## config.mk

```make
export PLATFORM = sky130hd
export DESIGN_NAME = jk_pattern_driver
export DESIGN_NICKNAME = d
export VERILOG_FILES = /design/src/rtl/jk_pattern_driver.sv
export SDC_FILE = /design/constraint.sdc
export NUM_CORES = 1
export LEC_CHECK = 0
export BUFFER_PORTS_ARGS = -buffer_cell sky130_fd_sc_hd__clkbuf_2
export CAP_MARGIN = 20
export CELL_PAD_IN_SITES_DETAIL_PLACEMENT = 1
export CELL_PAD_IN_SITES_GLOBAL_PLACEMENT = 1
export CORE_MARGIN = 1
export CORE_UTILIZATION = 40
export CTS_BUF_LIST = sky130_fd_sc_hd__clkbuf_4 sky130_fd_sc_hd__clkbuf_8
export CTS_CLUSTER_SIZE = 25
export DETAILED_ROUTE_END_ITERATION = 12
export GPL_ROUTABILITY_DRIVEN = 0
export GPL_TIMING_DRIVEN = 1
export HOLD_SLACK_MARGIN = 0.05
export PLACE_DENSITY_LB_ADDON = 0.15
export SKIP_CTS_REPAIR_TIMING = 1
export SLEW_MARGIN = 20
export SYNTH_ARGS = -nofsm -noshare
export SYNTH_HDL_FRONTEND = slang
export SYNTH_SLANG_ARGS = --single-unit
```

## constraint.sdc

```tcl
create_clock -name clk -period 2.3 [get_ports clk]
set_input_delay 0.23 -clock clk [delete_from_list [all_inputs] [get_ports clk]]
set_output_delay 0.23 -clock clk [all_outputs]
set_load 0.05 [all_outputs]
```

## src/rtl/jk_pattern_driver.sv

```systemverilog
// Plays a WIDTH-bit pattern LSB-first as J/K excitation for an external JK flip-flop
// and checks the fed-back q against the intended sequence.
module jk_pattern_driver #(
  parameter int WIDTH      = 8,
  parameter bit USE_TOGGLE = 1'b0
) (
  input  logic                       clk,
  input  logic                       rst,
  input  logic                       in_valid,
  output logic                       in_ready,
  input  logic [WIDTH-1:0]           in_pattern,
  output logic                       j,
  output logic                       k,
  input  logic                       q_fb,
  output logic                       busy,
  output logic                       done,
  output logic                       err,
  output logic [$clog2(WIDTH+1)-1:0] err_cnt
);

  localparam int IW = (WIDTH > 1) ? $clog2(WIDTH) : 1;
  localparam int CW = $clog2(WIDTH + 1);

  typedef enum logic [1:0] {IDLE, RUN, FLUSH} state_t;

  state_t         state, state_nxt;
  logic [WIDTH-1:0] pat;
  logic [IW-1:0]  idx;
  logic           model_q;
  logic [1:0]     exp_bit;
  logic [1:0]     exp_vld;
  logic           flush_cnt;
  logic           accept;
  logic           last_bit;
  logic           cur_bit;
  logic           done_nxt;
  logic [1:0]     jk_nxt;

  // Excitation that moves q to b; don't-care terms resolve to 0.
  function automatic logic [1:0] excite(input logic q, input logic b);
    if (q == b)      return 2'b00;
    else if (USE_TOGGLE) return 2'b11;
    else if (b)      return 2'b10;
    else             return 2'b01;
  endfunction

  assign in_ready = (state == IDLE);
  assign busy     = (state != IDLE);
  assign accept   = in_valid && (state == IDLE);
  assign cur_bit  = pat[idx];
  assign last_bit = (idx == IW'(WIDTH - 1));

  always_comb begin
    state_nxt = state;
    done_nxt  = 1'b0;
    jk_nxt    = 2'b00;
    case (state)
      IDLE:  if (accept) state_nxt = RUN;
      RUN: begin
        jk_nxt = excite(model_q, cur_bit);
        if (last_bit) state_nxt = FLUSH;
      end
      FLUSH: begin
        if (flush_cnt) begin
          state_nxt = IDLE;
          done_nxt  = 1'b1;
        end
      end
      default: state_nxt = IDLE;
    endcase
  end

  always_ff @(posedge clk or negedge rst) begin
    if (!rst) state <= IDLE;
    else      state <= state_nxt;
  end

  // Two-stage expected pipe lines each driven bit up with the q_fb it produces.
  always_ff @(posedge clk or negedge rst) begin
    if (!rst) begin
      j         <= 1'b0;
      k         <= 1'b0;
      done      <= 1'b0;
      err       <= 1'b0;
      err_cnt   <= '0;
      pat       <= '0;
      idx       <= '0;
      model_q   <= 1'b0;
      exp_bit   <= 2'b00;
      exp_vld   <= 2'b00;
      flush_cnt <= 1'b0;
    end else begin
      j       <= jk_nxt[1];
      k       <= jk_nxt[0];
      done    <= done_nxt;
      exp_bit <= {exp_bit[0], cur_bit};
      exp_vld <= {exp_vld[0], 1'b0};
      if (exp_vld[1] && (exp_bit[1] != q_fb)) begin
        err <= 1'b1;
        if (err_cnt != CW'(WIDTH)) err_cnt <= err_cnt + CW'(1);
      end
      case (state)
        IDLE: begin
          model_q   <= q_fb;
          flush_cnt <= 1'b0;
          if (accept) begin
            pat     <= in_pattern;
            idx     <= '0;
            err     <= 1'b0;
            err_cnt <= '0;
            exp_vld <= 2'b00;
          end
        end
        RUN: begin
          model_q <= cur_bit;
          exp_vld <= {exp_vld[0], 1'b1};
          if (!last_bit) idx <= idx + IW'(1);
        end
        FLUSH: flush_cnt <= ~flush_cnt;
        default: ;
      endcase
    end
  end

endmodule

```

* Word level (Yosys, flattened, before mapping)
Cells that the tools add are included.
Word-level totals: bits in registers 27, input port bits 12, output and inout port bits 10, word-level logic and storage cells 60
Cells by class: add/subtract/negate cells 2, $lt $le $gt $ge 1, equality and inequality tests 10, mux-type cells 25, bitwise gates (word level) 1, reduce and logical (&&, ||, !) cells 9
Operators by type and width (number):
- 4-bit two-way mux | 4
- 2-bit two-way mux | 7
- 1-bit two-way mux | 6
- 3-bit two-way mux | 2
- 2-bit != test, second input constant | 3
- 2-bit one-hot mux with 3 select lines | 1
- 3-bit one-hot mux with 2 select lines | 1
- 3-bit AND reduction | 2
- 2-bit nonzero test | 3
- 4-bit by 1-bit adder with 4-bit output, second input constant | 1
- 3-bit by 4-bit < comparator with 1-bit output, second input constant | 1
- 4-bit != test, second input constant | 1
- 1-bit one-hot mux with 2 select lines | 2
- 2-bit one-hot mux with 2 select lines | 1
- 3-bit by 1-bit adder with 3-bit output, second input constant | 1
- 1-bit binary-select mux with 3-bit select | 1
- 3-bit equality test, second input constant | 1
- 2-bit by 1-bit equality test with 1-bit output, second input constant | 1
- 2-bit equality test, second input constant | 1
- 1-bit logical AND | 2
- 2-bit logical NOT | 1
- 2-bit by 1-bit != test with 1-bit output, second input constant | 1
- 2-bit AND reduction | 1
- 1-bit equality test | 1
- other kinds (2) | 2

* Longest topological paths before layout
word-level depth 5, mapped depth 5, depth with buffers taken out 5

* Least setup slack after synthesis
OpenSTA, ideal clock, no wires.
kind register to output, from register state[0], to output busy, arrival time 1.620 ns, data required time 2.070 ns, path slack 0.450 ns, cell stages (with the launch flop) 3, path buffers 0, path through dfrtp_1 > nor2_1 > inv_1
Between the ends: cells in the longest elaborated chain, start to end 1
RTL lines:
- from (decl) | RTL line 26 | state_t state, state_nxt;
- from (signal assigned) | RTL line 75 | else state <= state_nxt;
- 2-bit nonzero test | RTL line 48 | assign busy = (state != IDLE);
- to (decl) | RTL line 15 | output logic busy,
No other way between the ends.

* Worst setup path after layout
from register idx[0], to register idx[0]
Between the ends: cells in the longest elaborated chain, start to end 3, elaborated cells on any way between the ends 6, classes of those cells add/sub (1); eq/ne (2); mux (2); reduce/logical (1)
RTL lines:
- from (decl) | RTL line 28 | logic [IW-1:0] idx;
- from (signal assigned) | RTL line 117 | if (!last_bit) idx <= idx + IW'(1);
- 3-bit by 1-bit adder with 3-bit output or 3-bit equality test (tied branches) | RTL line 117, 51
- 3-bit two-way mux or 2-bit != test (tied branches)
- 3-bit one-hot mux with 2 select lines or 3-bit AND reduction (tied branches)
Several ways; a longest one is shown, not always the timed one. The select of a mux whose other input is x is not followed. A chain may end at the register's enable or synchronous reset.

==> results by group <==
STA
  – Tmin final: around 1.9 ns
  – Slack of the critical path: ~0.40 ns
  – RSZ-0062 raised after global routing: false
  – Rel. slew slack: 0.556
  – Period Utilization, post-route: 0.828
  – Final Hold Viols: 0
  – # setup viols final: 0
  – Setup TNS: 0 ns
  – Max-slew violations: 0
  – Maximum clock rate: 525 MHz
  – Slew of the pin with the lowest slew margin: roughly 0.67 ns
  – Clock Skew: 0.00991 ns

Route
  – DRT Wirelength: 2020 microns
  – Routed Antenna Nets: 0
  – First DRT Iteration DRCs: 8
  – DR vias/cell: 5.35
  – Drt wl/cell: ~14 microns
  – DR pass1 iterations: 3
  – Vias after detailed routing: 781
  – DRC: 0

Clocking
  – # H-tree levels: 1
  – Clk_lat worst skew: 0.32 ns
  – Root buf cell: clkbuf_4
  – TritonCTS Buffers: 3
  – CTS tree: done
  – Max clock buf depth: 2
  – Clk slew on worst S/H paths: about 0.14 ns
  – Sink Count: 27

Setup path
  – R2R Path Start: idx[0]$_DFFE_PN0P_
  – Worst setup SP type: flip-flop
  – Crit-path most repeated cell: ha_1
  – Crit-path max FO: 6
  – Reg-to-reg slack, setup: between 0.3 and 0.4 ns
  – CP max-delay cell: dfrtp_1
  – CP required: ~2.5 ns
  – Critical Path Start: idx[0]$_DFFE_PN0P_
  – Crit end category: flip-flop
  – Crit path DAT: 2.13 ns
  – Largest stage delay on the critical path: roughly 0.5 ns
  – Crit path kind: reg -> reg
  – Worst Reg-to-Reg Cells: 5
  – FF-to-FF End: idx[0]$_DFFE_PN0P_
  – Crit path cell chain: ha_1 > ha_1 > nor3b_1 > nor2_1 > mux2_2

Outcome
  – Status: finished clean

Global routing
  – First-pass GRT wire length: around 3500 microns
  – Initial antenna violation count: 0
  – Grt total ovfl: 0
  – Gr usage total: 0.149
  – Largest net degree at the start of global routing: 28
  – Number of global-route vias before repair: between 700 and 800

Floorplanning
  – # rows: 19
  – Core footprint: between 0.002 and 0.003 sq mm
  – Die outline height: about 56 microns
  – Top-level port count: 22
  – DIE WIDTH: 56.2 microns
  – Die ar.: about 0.0032 sq mm
  – Initial Utilization: 0.426

Logic synthesis
  – Top-area cell type share of the netlist area: 0.575
  – Synth Warn #: 0
  – Synth Net Count: approximately 110
  – Yosys reg bits: 27
  – Mean Syn Cell Area: approximately 13 sq um
  – Top post-synthesis cells by area: dfrtp_1 58%, mux2_2 8.6%, ha_1 4.3%
  – Post-Syn Area: 0.00117 sq mm
  – Count of cell types in the netlist: 28
  – Area leader, netlist: dfrtp_1
  – Seq/Total Area, Yosys: 0.575
  – Post-Syn Instances: 90

Final layout
  – Layout area overhead: 14.7%
  – Nets: ~130
  – Layout cells sized above 1: 0.330
  – # diodes: 0
  – Final std cells w/o fill: between 100 and 150

Place
  – Pre-CTS setup slack: roughly 0.38 ns
  – Placed cell count: around 140
  – Detail Placement HPWL: 1510 microns
  – Port buffer count: 21

Power and ir drop
  – VDD IR max: about 750 uV
  – P_leak: 0.673 nW
  – Pwr dens: around 1500 mW/mm^2

Run
  – Max-Cap Viols: 0

Min path
  – Hold WC Path Type: in -> reg
  – Hold Path Stages: 2
  – Min-delay src: in_pattern[2]
  – Hold EP: pat[2]$_DFFE_PN0P_
-- logic make-up (layout without fill, tap and decap cells) --
kind of cell,Yosys count,in the layout,synth area share
AO/OA/AOI/OAI,16,16,0.0873
AND/OR/NAND/NOR,17,17,0.0990
buffers and inverters,10,35,0.0415
XOR/XNOR,2,2,0.0149
multiplexers,14,14,0.140
flip-flops,27,27,0.575
adder cells (fa/ha/maj),4,4,0.0426
-- how the worst max path moves through the flow --
stage / endpoint / cells past startpoint / slack [ns]
after global routing: idx[0]$_DFFE_PN0P_ / 5 / 0.28
after detailed placement: idx[0]$_DFFE_PN0P_ / 5 / 0.38
after CTS: idx[0]$_DFFE_PN0P_ / 5 / 0.36
final: idx[0]$_DFFE_PN0P_ / 5 / 0.40
after floorplan: busy / 2 / 0.45
after global placement: idx[0]$_DFFE_PN0P_ / 5 / 0.53
-- state kept, by name, summed over array words and instances, names as in the netlist --
register	flops
pat	8
idx	3
flush_cnt	1
exp_bit	2
state	2
err_cnt	4
j	1
exp_vld	2
k	1
model_q	1
done	1
err	1
-- critical path: cells and delay by family (launching register included) --
family,cells,cell delay [ns]
multiplexers,1,0.29
AND/OR/NAND/NOR,2,0.59
flip-flops,1,0.50
adder cells (fa/ha/maj),2,0.43
-- cell usage after synthesis, drive strengths merged --
library cell and instances:
inv 8, mux4 1, ha 4, a21oi 6
nand2b 1, or4 2, a21o 2, nor3 1
nor3b 3, xor2 1, buf 2, xnor2 1
mux2 9, a22o 2, mux2i 4, nor2b 1
dfrtp 27, nand4 1, a22oi 1, o21ai 2
o31ai 3, and3 1, nor2 3, nand3 2
and3b 2
-- stage by stage --
| step | area (sq um) | hold WS [ns] | util | total power [mW] |
|---|---|---|---|---|
| floorplan | 1170 | -0.0656 | - | 1.57 |
| global placement | 1310 | 0.303 | 0.474 | 1.74 |
| detailed placement | 1310 | 0.306 | 0.474 | 1.78 |
| CTS | 1340 | -0.0715 | 0.485 | 1.99 |
| global route | 1350 | 0.113 | 0.489 | 2.12 |
| finish | 1350 | 0.128 | 0.489 | 1.96 |
-- report_power, final --
group / switching, mW / total, mW / internal [mW]
combinational: 0.523 / 0.886 / 0.363
clock: 0.133 / 0.213 / 0.0796
sequential: 0.172 / 0.858 / 0.686
-- routing by layer --
layer	GRT usage	part of all wire	up-vias
met5	0	0	-
met4	0.0732	0.0079	0
li1	-	-	370
met3	0.0209	0.033	2
met1	0.202	0.45	393
met2	0.233	0.51	16
-- area by class of cell --
| type | count | area, sq um |
|---|---|---|
| clock buffers | 4 | 30.0 |
| inverters | 8 | 30.0 |
| fillers | 311 | 1410 |
| multi-input cells | 53 | 450 |
| well taps | 31 | 38.8 |
| flip-flops and latches | 27 | 676 |
| repair buffers | 23 | 123 |
-- layout by cell type (no fill, tap or decap) --
cell type       n
dfrtp_1        27
clkbuf_2       21
mux2_2          9
inv_1           8
a21oi_1         6
mux2i_1         4
ha_1            4
clkbuf_4        4
nor2_1          3
o31ai_1         3
nand3_1         2
and3b_1         2
or4_1           2
nor3b_1         2
a21o_1          2
a22o_1          2
xor2_1          1
nand4_1         1
xnor2_1         1
nor3b_2         1
mux4_2          1
nand2b_1        1
and3_1          1
o21ai_0         1
nor2b_1         1
nor3_2          1
a22oi_1         1
o21ai_1         1
dlygate4sd3_1   1
buf_4           1
Note: power is estimated with default switching activity, not from simulation.
